--- src/rtl/rle_stream_pkg.sv ---
// Image tables and default widths for the RLE pixel streamer.
// Optional border overlay: RLE_STREAM_BORDER_EN.
package rle_stream_pkg;

  localparam int DEF_SEG_W = 8;
  localparam int DEF_RUN_W = 8;
  localparam int DEF_COL_W = 8;
  localparam int NUM_IMG   = 4;
  localparam int RLE_N     = 18;

  function automatic int img_len(int i);
    case (i)
      0: return 6;
      1: return 4;
      2: return 5;
      3: return 3;
      default: return 1;
    endcase
  endfunction

  function automatic int img_width(int i);
    case (i)
      0: return 7;
      1: return 4;
      2: return 5;
      3: return 10;
      default: return 1;
    endcase
  endfunction

  function automatic logic img_start(int i);
    case (i)
      1, 2: return 1'b1;
      default: return 1'b0;
    endcase
  endfunction

  function automatic int img_base(int i);
    case (i)
      0: return 0;
      1: return 6;
      2: return 10;
      3: return 15;
      default: return 0;
    endcase
  endfunction

  // Flat run table; a zero run still emits one pixel
  function automatic int rle_at(int k);
    case (k)
      0: return 3;   1: return 2;   2: return 0;
      3: return 4;   4: return 6;   5: return 5;
      6: return 1;   7: return 7;   8: return 2;
      9: return 2;  10: return 4;  11: return 4;
      12: return 1; 13: return 3;  14: return 8;
      15: return 10; 16: return 1; 17: return 9;
      default: return 0;
    endcase
  endfunction

endpackage

--- src/rtl/rle_image_streamer_if.sv ---
// Pixel stream bus: valid/ready handshake plus sync markers.
// Optional border overlay: RLE_STREAM_BORDER_EN.
interface rle_image_streamer_if;
  logic pix_valid;
  logic pix_ready;
  logic pix_data;
  logic h_sync;
  logic v_sync;
  logic frame_done;

  modport master (
    output pix_valid, pix_data,
    output h_sync, v_sync, frame_done,
    input  pix_ready
  );

  modport slave (
    input  pix_valid, pix_data,
    input  h_sync, v_sync, frame_done,
    output pix_ready
  );
endinterface

--- src/rtl/rle_image_rom.sv ---
// Combinational image table lookup: run length and image geometry.
// Optional border overlay: RLE_STREAM_BORDER_EN.
module rle_image_rom
  import rle_stream_pkg::*;
#(
  parameter int IMG_W = 2,
  parameter int SEG_W = DEF_SEG_W,
  parameter int RUN_W = DEF_RUN_W,
  parameter int COL_W = DEF_COL_W
) (
  input  logic [IMG_W-1:0] img,
  input  logic [SEG_W-1:0] seg_idx,
  output logic [RUN_W-1:0] run_len,
  output logic [SEG_W-1:0] last_seg,
  output logic [COL_W-1:0] width_m1,
  output logic             start
);

  always_comb begin
    run_len  = RUN_W'(rle_at(img_base(int'(img))
                      + int'(seg_idx)));
    last_seg = SEG_W'(img_len(int'(img)) - 1);
    width_m1 = COL_W'(img_width(int'(img)) - 1);
    start    = img_start(int'(img));
  end

endmodule

--- src/rtl/rle_image_streamer.sv ---
// Multi-image run-length-decoding 1-bit pixel streamer.
// Optional border overlay: RLE_STREAM_BORDER_EN.
module rle_image_streamer
  import rle_stream_pkg::*;
#(
  parameter int NUM_IMAGES = NUM_IMG,
  parameter int SEG_W      = DEF_SEG_W,
  parameter int RUN_W      = DEF_RUN_W,
  parameter int COL_W      = DEF_COL_W,
  parameter int IMG_W      =
    (NUM_IMAGES > 1) ? $clog2(NUM_IMAGES) : 1
) (
  input  logic                 clk,
  input  logic                 reset,
  input  logic [IMG_W-1:0]     img_sel,
  input  logic                 border_en,
  rle_image_streamer_if.master pix,
  output logic [IMG_W-1:0]     cur_img
);

  logic [SEG_W-1:0] seg_idx, last_seg;
  logic [RUN_W-1:0] run_cnt, run_len, run_last;
  logic [COL_W-1:0] col, width_m1;
  logic [IMG_W-1:0] nxt_img;
  logic             pix_state, started, done_q;
  logic             img_start_bit;
  logic             acc, run_end, seg_end, col_end;

  rle_image_rom #(
    .IMG_W (IMG_W),
    .SEG_W (SEG_W),
    .RUN_W (RUN_W),
    .COL_W (COL_W)
  ) u_rom (
    .img      (cur_img),
    .seg_idx  (seg_idx),
    .run_len  (run_len),
    .last_seg (last_seg),
    .width_m1 (width_m1),
    .start    (img_start_bit)
  );

  assign nxt_img  = (int'(img_sel) < NUM_IMAGES)
                  ? img_sel : '0;
  assign run_last = (run_len == '0) ? '0
                  : run_len - RUN_W'(1);
  assign run_end  = (run_cnt >= run_last);
  assign seg_end  = (seg_idx == last_seg);
  assign col_end  = (col == width_m1);
  assign acc      = started & pix.pix_ready;

  always_ff @(posedge clk) begin
    if (reset) begin
      seg_idx   <= '0;
      run_cnt   <= '0;
      col       <= '0;
      cur_img   <= nxt_img;
      pix_state <= img_start(int'(nxt_img));
      started   <= 1'b0;
      done_q    <= 1'b0;
    end else begin
      started <= 1'b1;
      done_q  <= 1'b0;
      if (acc) begin
        col <= col_end ? '0 : col + COL_W'(1);
        if (!run_end) begin
          run_cnt <= run_cnt + RUN_W'(1);
        end else begin
          run_cnt   <= '0;
          pix_state <= ~pix_state;
          seg_idx   <= seg_idx + SEG_W'(1);
        end
        // Frame end: latch the next image and restart
        if (run_end && seg_end) begin
          seg_idx   <= '0;
          col       <= '0;
          done_q    <= 1'b1;
          cur_img   <= nxt_img;
          pix_state <= img_start(int'(nxt_img));
        end
      end
    end
  end

  assign pix.pix_valid  = started;
  assign pix.frame_done = done_q;
  assign pix.h_sync     = started & (col == '0);
  assign pix.v_sync     = started & (seg_idx == '0)
                        & (run_cnt == '0);

`ifdef RLE_STREAM_BORDER_EN
  assign pix.pix_data = pix_state
    | (border_en & ((col == '0) | col_end));
`else
  logic unused_border;
  assign unused_border = border_en;
  assign pix.pix_data  = pix_state;
`endif

  logic unused_start;
  assign unused_start = img_start_bit;

endmodule

--- src/flat_wrapper.sv ---
// flat-port wrapper written by rule: the top's interface ports become plain ports
module rle_image_streamer_flat import rle_stream_pkg::*;
#(
  parameter int NUM_IMAGES = NUM_IMG,
  parameter int SEG_W      = DEF_SEG_W,
  parameter int RUN_W      = DEF_RUN_W,
  parameter int COL_W      = DEF_COL_W,
  parameter int IMG_W      =
    (NUM_IMAGES > 1) ? $clog2(NUM_IMAGES) : 1
)
  (clk, reset, img_sel, border_en, cur_img, pix_pix_valid, pix_pix_data, pix_h_sync, pix_v_sync, pix_frame_done, pix_pix_ready);
  rle_image_streamer_if pix_i ();
  input  logic clk;
  input  logic reset;
  input  logic [IMG_W-1:0] img_sel;
  input  logic border_en;
  output logic [IMG_W-1:0] cur_img;
  output wire logic [$bits(pix_i.pix_valid)-1:0] pix_pix_valid;
  output wire logic [$bits(pix_i.pix_data)-1:0] pix_pix_data;
  output wire logic [$bits(pix_i.h_sync)-1:0] pix_h_sync;
  output wire logic [$bits(pix_i.v_sync)-1:0] pix_v_sync;
  output wire logic [$bits(pix_i.frame_done)-1:0] pix_frame_done;
  input wire logic [$bits(pix_i.pix_ready)-1:0] pix_pix_ready;
  assign pix_pix_valid = pix_i.pix_valid;
  assign pix_pix_data = pix_i.pix_data;
  assign pix_h_sync = pix_i.h_sync;
  assign pix_v_sync = pix_i.v_sync;
  assign pix_frame_done = pix_i.frame_done;
  assign pix_i.pix_ready = pix_pix_ready;
  rle_image_streamer #(.NUM_IMAGES(NUM_IMAGES), .SEG_W(SEG_W), .RUN_W(RUN_W), .COL_W(COL_W), .IMG_W(IMG_W)) u_core (.clk(clk), .reset(reset), .img_sel(img_sel), .border_en(border_en), .pix(pix_i), .cur_img(cur_img));
endmodule
--- config.mk ---
export PLATFORM = sky130hd
export DESIGN_NAME = rle_image_streamer_flat
export DESIGN_NICKNAME = d
export VERILOG_FILES = /design/src/rtl/rle_stream_pkg.sv /design/src/rtl/rle_image_streamer_if.sv /design/src/rtl/rle_image_rom.sv /design/src/rtl/rle_image_streamer.sv /design/src/flat_wrapper.sv
export SDC_FILE = /design/constraint.sdc
export NUM_CORES = 1
export LEC_CHECK = 0
export CAP_MARGIN = 20
export CORE_MARGIN = 1.5
export CORE_UTILIZATION = 65
export DETAILED_ROUTE_END_ITERATION = 8
export PLACE_DENSITY = 0.95
export REMOVE_ABC_BUFFERS = 1
export SYNTH_ARGS = -nofsm -noshare
export SYNTH_HDL_FRONTEND = slang
export SYNTH_SLANG_ARGS = --single-unit
export TNS_END_PERCENT = 1
--- constraint.sdc ---
create_clock -name clk -period 8.7 [get_ports clk]
set_input_delay 1.74 -clock clk [delete_from_list [all_inputs] [get_ports clk]]
set_output_delay 1.74 -clock clk [all_outputs]
set_load 0.01 [all_outputs]
==> reports/metrics.yaml, run 1 <==
status: "finished, final reports clean"
groute.layer.met2.usage_pct: 46.9
library_cells_used_by_synthesis: 55
setup-tns-final_ns: 0
timing.critical_path.fanout_max: 20
post_route_cells_drive_above_1_share_pct: 6.62
worstSetupStartpointType: "flop"
first_global_vias: 1996
die_area_um2: 3900
post_cts.repair.setup_buffers: 0
avgSynthCellArea_um2: 8.35
antenna_found_initial: 0
hold_ws_ns: 0.518
detail-route-antenna-nets: 0
worst-endpoint-required_ns: 8.93
synthesis.area_um2: 2300
via_count: 2146
floorplan.rows: 21
floorplan_die_width_um: 62.5
cts-root-buf: "clkbuf_4"
report.final.setup_viol: 0
max-vdd-ir-drop_v: 0.000106
ys_seq_elements: 29
mean_routed_wirelength_per_cell_um: 15.3
gr-usage-met3_pct: 4.86
max-slew-margin-rel_pct: 48.3
layout_min_cycle_time_ns: 5.27
timing.final.crit_share_pct: 60.6
critPathArrivalTime_ns: 5.50
io-pin-count: 13
tritoncts_clock_tree: "built"
postSynth.asyncResetShare_pct: 0
design.core.area_um2: 3360
drc_errors: 0
dp_hpwl_um: 3670
grt_usage_pct: 27.5
via_count_normalized_by_instance_count: 6.44
highest_clock_rate_mhz: 190
tightestPinTransition_ns: 0.768
drt_iter0_drc: 187
grt_remaining_overflow: 0
cts_hold_buf: 0
layout.filler_cells: 267
cts_max_level: 2
postSynth.topFlopCell: "dfxtp_1"
place.port_buffers: 11
route.final.wire_length_um: 5080
timing.max_cap.violations: 0
yosys_warnings: 0
clk_transition_reported_paths_ns: 0.09
detail_route.first_pass.iterations: 4
final-max-slew-violation-count: 0
grt_busiest_layer: "met2"
gpl_wtd_cong: 0.902
cts_made_buffers: 5
fin_nets: 320
power_density_nw_per_um2: 113
ctsLongestPathBuffers: 2
p_leak_nw: 1.01
min_path_type: "reg2reg"
grt_setup_unrepaired: "no"
antenna_cells: 0
global_route.usage.met1_pct: 33.1
area.growth.synth_to_final_pct: 8.77
synth_enable_flop_cells: 3
timing.setup.critical_path_class: "reg2reg"
worst_skew_pair.late_latency_ns: 0.33
skew_ns: 0.0107
netlist_instances: 275
die-height_um: 62.5
final_hold_viol_count: 0
cts.sinks: 29
grt_pass1_wl_um: 8730
endpoint_kind: "flop"
start_util_pct: 68.3
grt_start_max_net_pins: 24
post_cts.resized_instances: 0
seq_area_frac_synth_pct: 26.6
[report_power, final]
group / switching (mW) / internal, mW / leakage (nW) / total, mW
combinational: 0.0327 / 0.0246 / 0.737 / 0.0573
sequential: 0.00311 / 0.137 / 0.240 / 0.141
clock: 0.0474 / 0.0379 / 0.0357 / 0.0853
total: 0.0832 / 0.200 / 1.01 / 0.283
[critical path, cell delays in order (launching register included)]
cell      delay (ns)
edfxtp_1        0.49
inv_1           0.14
ha_1            0.21
inv_1           0.06
ha_1            0.20
inv_1           0.06
ha_1            0.42
a21oi_1         0.14
a21oi_1         0.38
o22ai_1         0.19
o211ai_1        0.49
o31ai_1         0.15
ha_1            0.29
or3b_1          0.38
ha_1            0.22
a211o_1         0.30
a221oi_2        0.26
buf_4           0.28
o21ai_1         0.21
a211oi_1        0.31
[per-layer routing]
layer / wire (µm) / vias up / share of wire (%)
li1: - / 1049 / -
met1: 2220 / 1006 / 44
met2: 2460 / 77 / 48
met3: 282 / 14 / 5.6
met4: 122 / 0 / 2.4
met5: 0 / - / 0
[per-stage QoR]
step / instance area, µm² / util (%) / power [mW] / setup slack [ns] / std cells
floorplan: 2260 / - / 0.182 / 3.08 / 267
global placement: 2440 / 72.5 / 0.198 / 3.70 / 325
detailed placement: 2440 / 72.5 / 0.200 / 3.50 / 325
CTS: 2500 / 74.3 / 0.284 / 3.46 / 333
global route: 2500 / 74.3 / 0.298 / 2.95 / 333
finish: 2500 / 74.3 / 0.283 / 3.43 / 333
[logic make-up (layout without fill, tap and decap cells)]
logic type      after synthesis  after routing  share of synthesized area [%]
fa+ha+maj                    28             28                           15.6
compound gates               69             69                           20.8
mux                           2              2                          0.926
simple gates                101            101                           24.2
buf+inv                      27             37                           4.85
flops                        29             29                           26.6
xor+xnor                     18             18                           6.86
other cells                   1              3                          0.163
[cell usage in the layout, fill, tap and decap left out, drive strengths merged, types with 3 or more instances in the layout]
master	count
ha	27
dfxtp	26
nand2	20
nor2	18
o21ai	18
inv	17
nand3	13
xor2	13
clkdlybuf4s50	11
a21oi	9
and3	9
nor3	9
nand4	8
a211oi	7
nor4	7
o211ai	6
clkbuf	6
a21o	5
xnor2	5
o31ai	4
and2	4
o2111ai	3
a31oi	3
conb	3
edfxtp	3
[Yosys cell counts, types with 7 or more instances]
| library cell | instances | area share (%) |
|---|---|---|
| a211oi_1 | 7 | 2.3 |
| a21oi_1 | 9 | 2.0 |
| and3_1 | 8 | 2.2 |
| dfxtp_1 | 26 | 23 |
| ha_1 | 27 | 15 |
| inv_1 | 17 | 2.8 |
| nand2_1 | 20 | 3.3 |
| nand3_1 | 13 | 2.8 |
| nand4_1 | 8 | 2.2 |
| nor2_1 | 18 | 2.9 |
| nor3_1 | 7 | 1.5 |
| o21ai_0 | 15 | 3.3 |
| xor2_1 | 13 | 5.0 |
[layout make-up]
type	count	area, µm²	share of cell area [%]
well taps	46	57.6	2.30
clock buffers	6	51.3	2.05
multi-input cells	221	1590	63.6
inverters	17	63.8	2.55
clock inverters	2	8.76	0.351
flip-flops and latches	29	611	24.4
repair buffers	12	118	4.71
[sequential cells by signal, summed over array words and instances, names as in the netlist]
| signal | flops |
|---|---|
| u_core.col | 8 |
| u_core.cur_img | 2 |
| u_core.pix.frame_done | 1 |
| u_core.pix.pix_data | 1 |
| u_core.pix.pix_valid | 1 |
| u_core.run_cnt | 8 |
| u_core.seg_idx | 8 |
[worst paths after layout]
kind / end / start / slack [ns] / cells past startpoint
setup / recovery: u_core.col[7] / u_core.cur_img[0] / 3.43 / 19
hold / removal: u_core.col[0] / u_core.col[0] / 0.52 / 2
setup reg to reg: u_core.col[7] / u_core.cur_img[0] / 3.43 / 19
hold reg to reg: u_core.col[0] / u_core.col[0] / 0.52 / 2
(Power assumes the default switching activity.)
==> inputs of run 2 (changes only) <==
--- a/config.mk
+++ b/config.mk
@@ -7,9 +7,9 @@
 export LEC_CHECK = 0
 export CAP_MARGIN = 20
 export CORE_MARGIN = 1.5
-export CORE_UTILIZATION = 65
+export CORE_UTILIZATION = 60
 export DETAILED_ROUTE_END_ITERATION = 8
-export PLACE_DENSITY = 0.95
+export PLACE_DENSITY = 0.9
 export REMOVE_ABC_BUFFERS = 1
 export SYNTH_ARGS = -nofsm -noshare
 export SYNTH_HDL_FRONTEND = slang
==> constraint.sdc (replaced) <==
create_clock -name clk -period 4.9 [get_ports clk]
set_input_delay 0.98 -clock clk [delete_from_list [all_inputs] [get_ports clk]]
set_output_delay 0.98 -clock clk [all_outputs]
set_load 0.01 [all_outputs]
==> reports/metrics.yaml, run 2 (synthesis results as in run 1) <==
status: "finished, final reports clean"
place.port_buffers: 11  # unchanged
post_route_cells_drive_above_1_share_pct: 15.5  # +8.9 points
grt_pass1_wl_um: 9310  # +6.6%
cts_made_buffers: 5  # unchanged
endpoint_kind: "flop"
timing.setup.critical_path_class: "reg2reg"
skew_ns: 0.0112  # +0.000542 ns
max-vdd-ir-drop_v: 0.000258  # +140%
timing.critical_path.fanout_max: 20  # unchanged
final-max-slew-violation-count: 0  # unchanged
final_hold_viol_count: 0  # unchanged
route.final.wire_length_um: 5900  # +16%
highest_clock_rate_mhz: 212  # +12%
timing.max_cap.violations: 0  # unchanged
antenna_cells: 0  # unchanged
die-height_um: 64.9  # +3.9%
detail_route.first_pass.iterations: 6  # +2
grt_remaining_overflow: 0  # unchanged
reg.largest.list: "u_core.col: 8 flops, u_core.run_cnt: 8 flops, u_core.seg_idx: 8 flops"
final_worst_path_setup_slack_ns: 0.185  # -3.25 ns
critPathArrivalTime_ns: 4.90  # -0.60 ns
mostFrequentLayoutCells: "dfxtp_1 (26), ha_1 (22), nand2_1 (20)"
crit_slowest_cell: "fa_2"
grt_usage_pct: 28.0  # +0.50 points
r2r_setup_slack_ns: 0.18  # -3.25 ns
post-place-ws_ns: 0.0222  # -3.48 ns
tightestPinTransition_ns: 0.830  # +0.0616 ns
mean_routed_wirelength_per_cell_um: 17.1  # +12%
tritoncts_clock_tree: "built"
timing.hold.worst.start: "u_core.col[0]"
p_leak_nw: 1.09  # +8.2%
worst-endpoint-required_ns: 5.08  # -3.85 ns
worstSetupStartpointType: "flop"
worst_path_dominant_cell_family: "adder cells"
mostFrequentLayoutCell: "dfxtp_1"
via_count: 2271  # +5.8%
final_util_pct: 74.9  # +0.59 points
fin_nets: 330  # +3.1%
area.growth.synth_to_final_pct: 19.3
worst-path-buf-inv: 3  # -1
end_point_of_the_worst_hold_path: "u_core.col[0]"
dp_hpwl_um: 3740  # +1.9%
layout_min_cycle_time_ns: 4.72  # -0.554 ns
cts.sinks: 29  # unchanged
worstPathCellList: "ha_2 > ha_1 > fa_2 > inv_1 > ha_1 > a211oi_2 > nor4_2 > buf_4 > o31ai_2 > ha_1 > or3b_1 > ha_1 > a211o_1 > a221oi_4 > buf_12 > o21ai_1 > a211oi_1"
gpl_wtd_cong: 0.863  # -4.4%
worst_path_largest_cell_delay_ns: 0.55  # +0.06 ns
power_density_nw_per_um2: 229  # +100%
via_count_normalized_by_instance_count: 6.58  # +2.1%
report.final.setup_viol: 0  # unchanged
timing.final.crit_share_pct: 96.2  # +36 points
io-pin-count: 13  # unchanged
grt_start_max_net_pins: 24  # unchanged
drt_iter0_drc: 167  # -11%
cts-root-buf: "clkbuf_8"
detail-route-antenna-nets: 0  # unchanged
floorplan_die_width_um: 64.9  # +3.9%
max-slew-margin-rel_pct: 44.5  # -3.8 points
floorplan.rows: 22  # +4.8%
drc_errors: 0  # unchanged
ctsLongestPathBuffers: 2  # unchanged
start_util_pct: 62.7  # -5.6 points
reg2reg_to: "u_core.col[4]"
cts_max_level: 2  # unchanged
timing.rr.start: "u_core.cur_img[1]"
clk_transition_reported_paths_ns: 0.06  # -0.03 ns
first_global_vias: 2018  # +1.1%
worst_skew_pair.late_latency_ns: 0.29  # -0.04 ns
reg2reg_depth: 17  # -2
design.core.area_um2: 3660  # +8.9%
die_area_um2: 4210  # +7.9%
min_path_type: "reg2reg"
worstHoldPathCells: 2  # unchanged
path_common_cell: "ha_1"
antenna_found_initial: 0  # unchanged
-- run 2: worst reg2reg max path: stages, from the launching register on --
cell and delay [ns]:
edfxtp_1 0.46, ha_2 0.22, ha_1 0.21, fa_2 0.55, inv_1 0.06, ha_1 0.31
a211oi_2 0.17, nor4_2 0.06, buf_4 0.17, o31ai_2 0.25, ha_1 0.26, or3b_1 0.38
ha_1 0.22, a211o_1 0.28, a221oi_4 0.32, buf_12 0.19, o21ai_1 0.20, a211oi_1 0.31
-- run 2: worst max path at each step --
stage | start | to | slack (ns) | depth (start not counted)
3_3_place_gp | u_core.cur_img[1] | u_core.run_cnt[3] | 0.10 | 17
2_1_floorplan | u_core.cur_img[0] | u_core.pix.pix_data | -0.72 | 15
3_5_place_dp | u_core.cur_img[0] | u_core.run_cnt[3] | 0.02 | 18
5_1_grt | u_core.cur_img[1] | u_core.run_cnt[3] | -0.03 | 16
6_report | u_core.cur_img[1] | u_core.col[4] | 0.18 | 17
4_1_cts | u_core.cur_img[0] | u_core.col[4] | 0.03 | 19
-- run 2: area by class of cell --
type | count | area (µm²)
Fill cell | 268 | 920
Multi-Input combinational cell | 221 | 1690
Tap cell | 48 | 60.1
Inverter | 17 | 63.8
Timing Repair Buffer | 22 | 205
Sequential cell | 29 | 611
Clock buffer | 7 | 86.3
Clock inverter | 1 | 30.0
-- run 2: report_power, final --
group	leakage [nW]	internal, mW	switching, mW
Clock	0.0585	0.166	0.0946
Sequential	0.240	0.244	0.00486
Combinational	0.797	0.0534	0.0660
-- run 2: layer usage --
| metal | global-route usage (%) | routed length, µm |
|---|---|---|
| met5 | 0 | 0 |
| met4 | 9.84 | 143 |
| met3 | 5.21 | 403 |
| met2 | 46.1 | 2930 |
| met1 | 36.7 | 2420 |
-- run 2: per-stage QoR --
stage | instances | power, mW | instance area [µm²] | TNS (ns) | hold WS [ns]
2_1_floorplan | 267 | 0.323 | 2260 | -14.30 | 0.461
3_3_place_gp | 334 | 0.357 | 2510 | 0 | 0.481
3_5_place_dp | 334 | 0.361 | 2510 | 0 | 0.493
4_1_cts | 342 | 0.618 | 2630 | 0 | 0.519
5_1_grt | 345 | 0.651 | 2740 | -0.0457 | 0.543
6_report | 345 | 0.629 | 2740 | 0 | 0.516
-- run 2: what timing repair did --
| item | in CTS | in global routing |
|---|---|---|
| endpoints found under the setup margin | 2 | 28 |
| setup buffers | 0 | 3 |
| hold buffers | 0 | 0 |
| cloned | 0 | 0 |
| resized for setup | 1 | 20 |
| endpoints found under the hold margin | 0 | 0 |
| pin swaps | 0 | 4 |
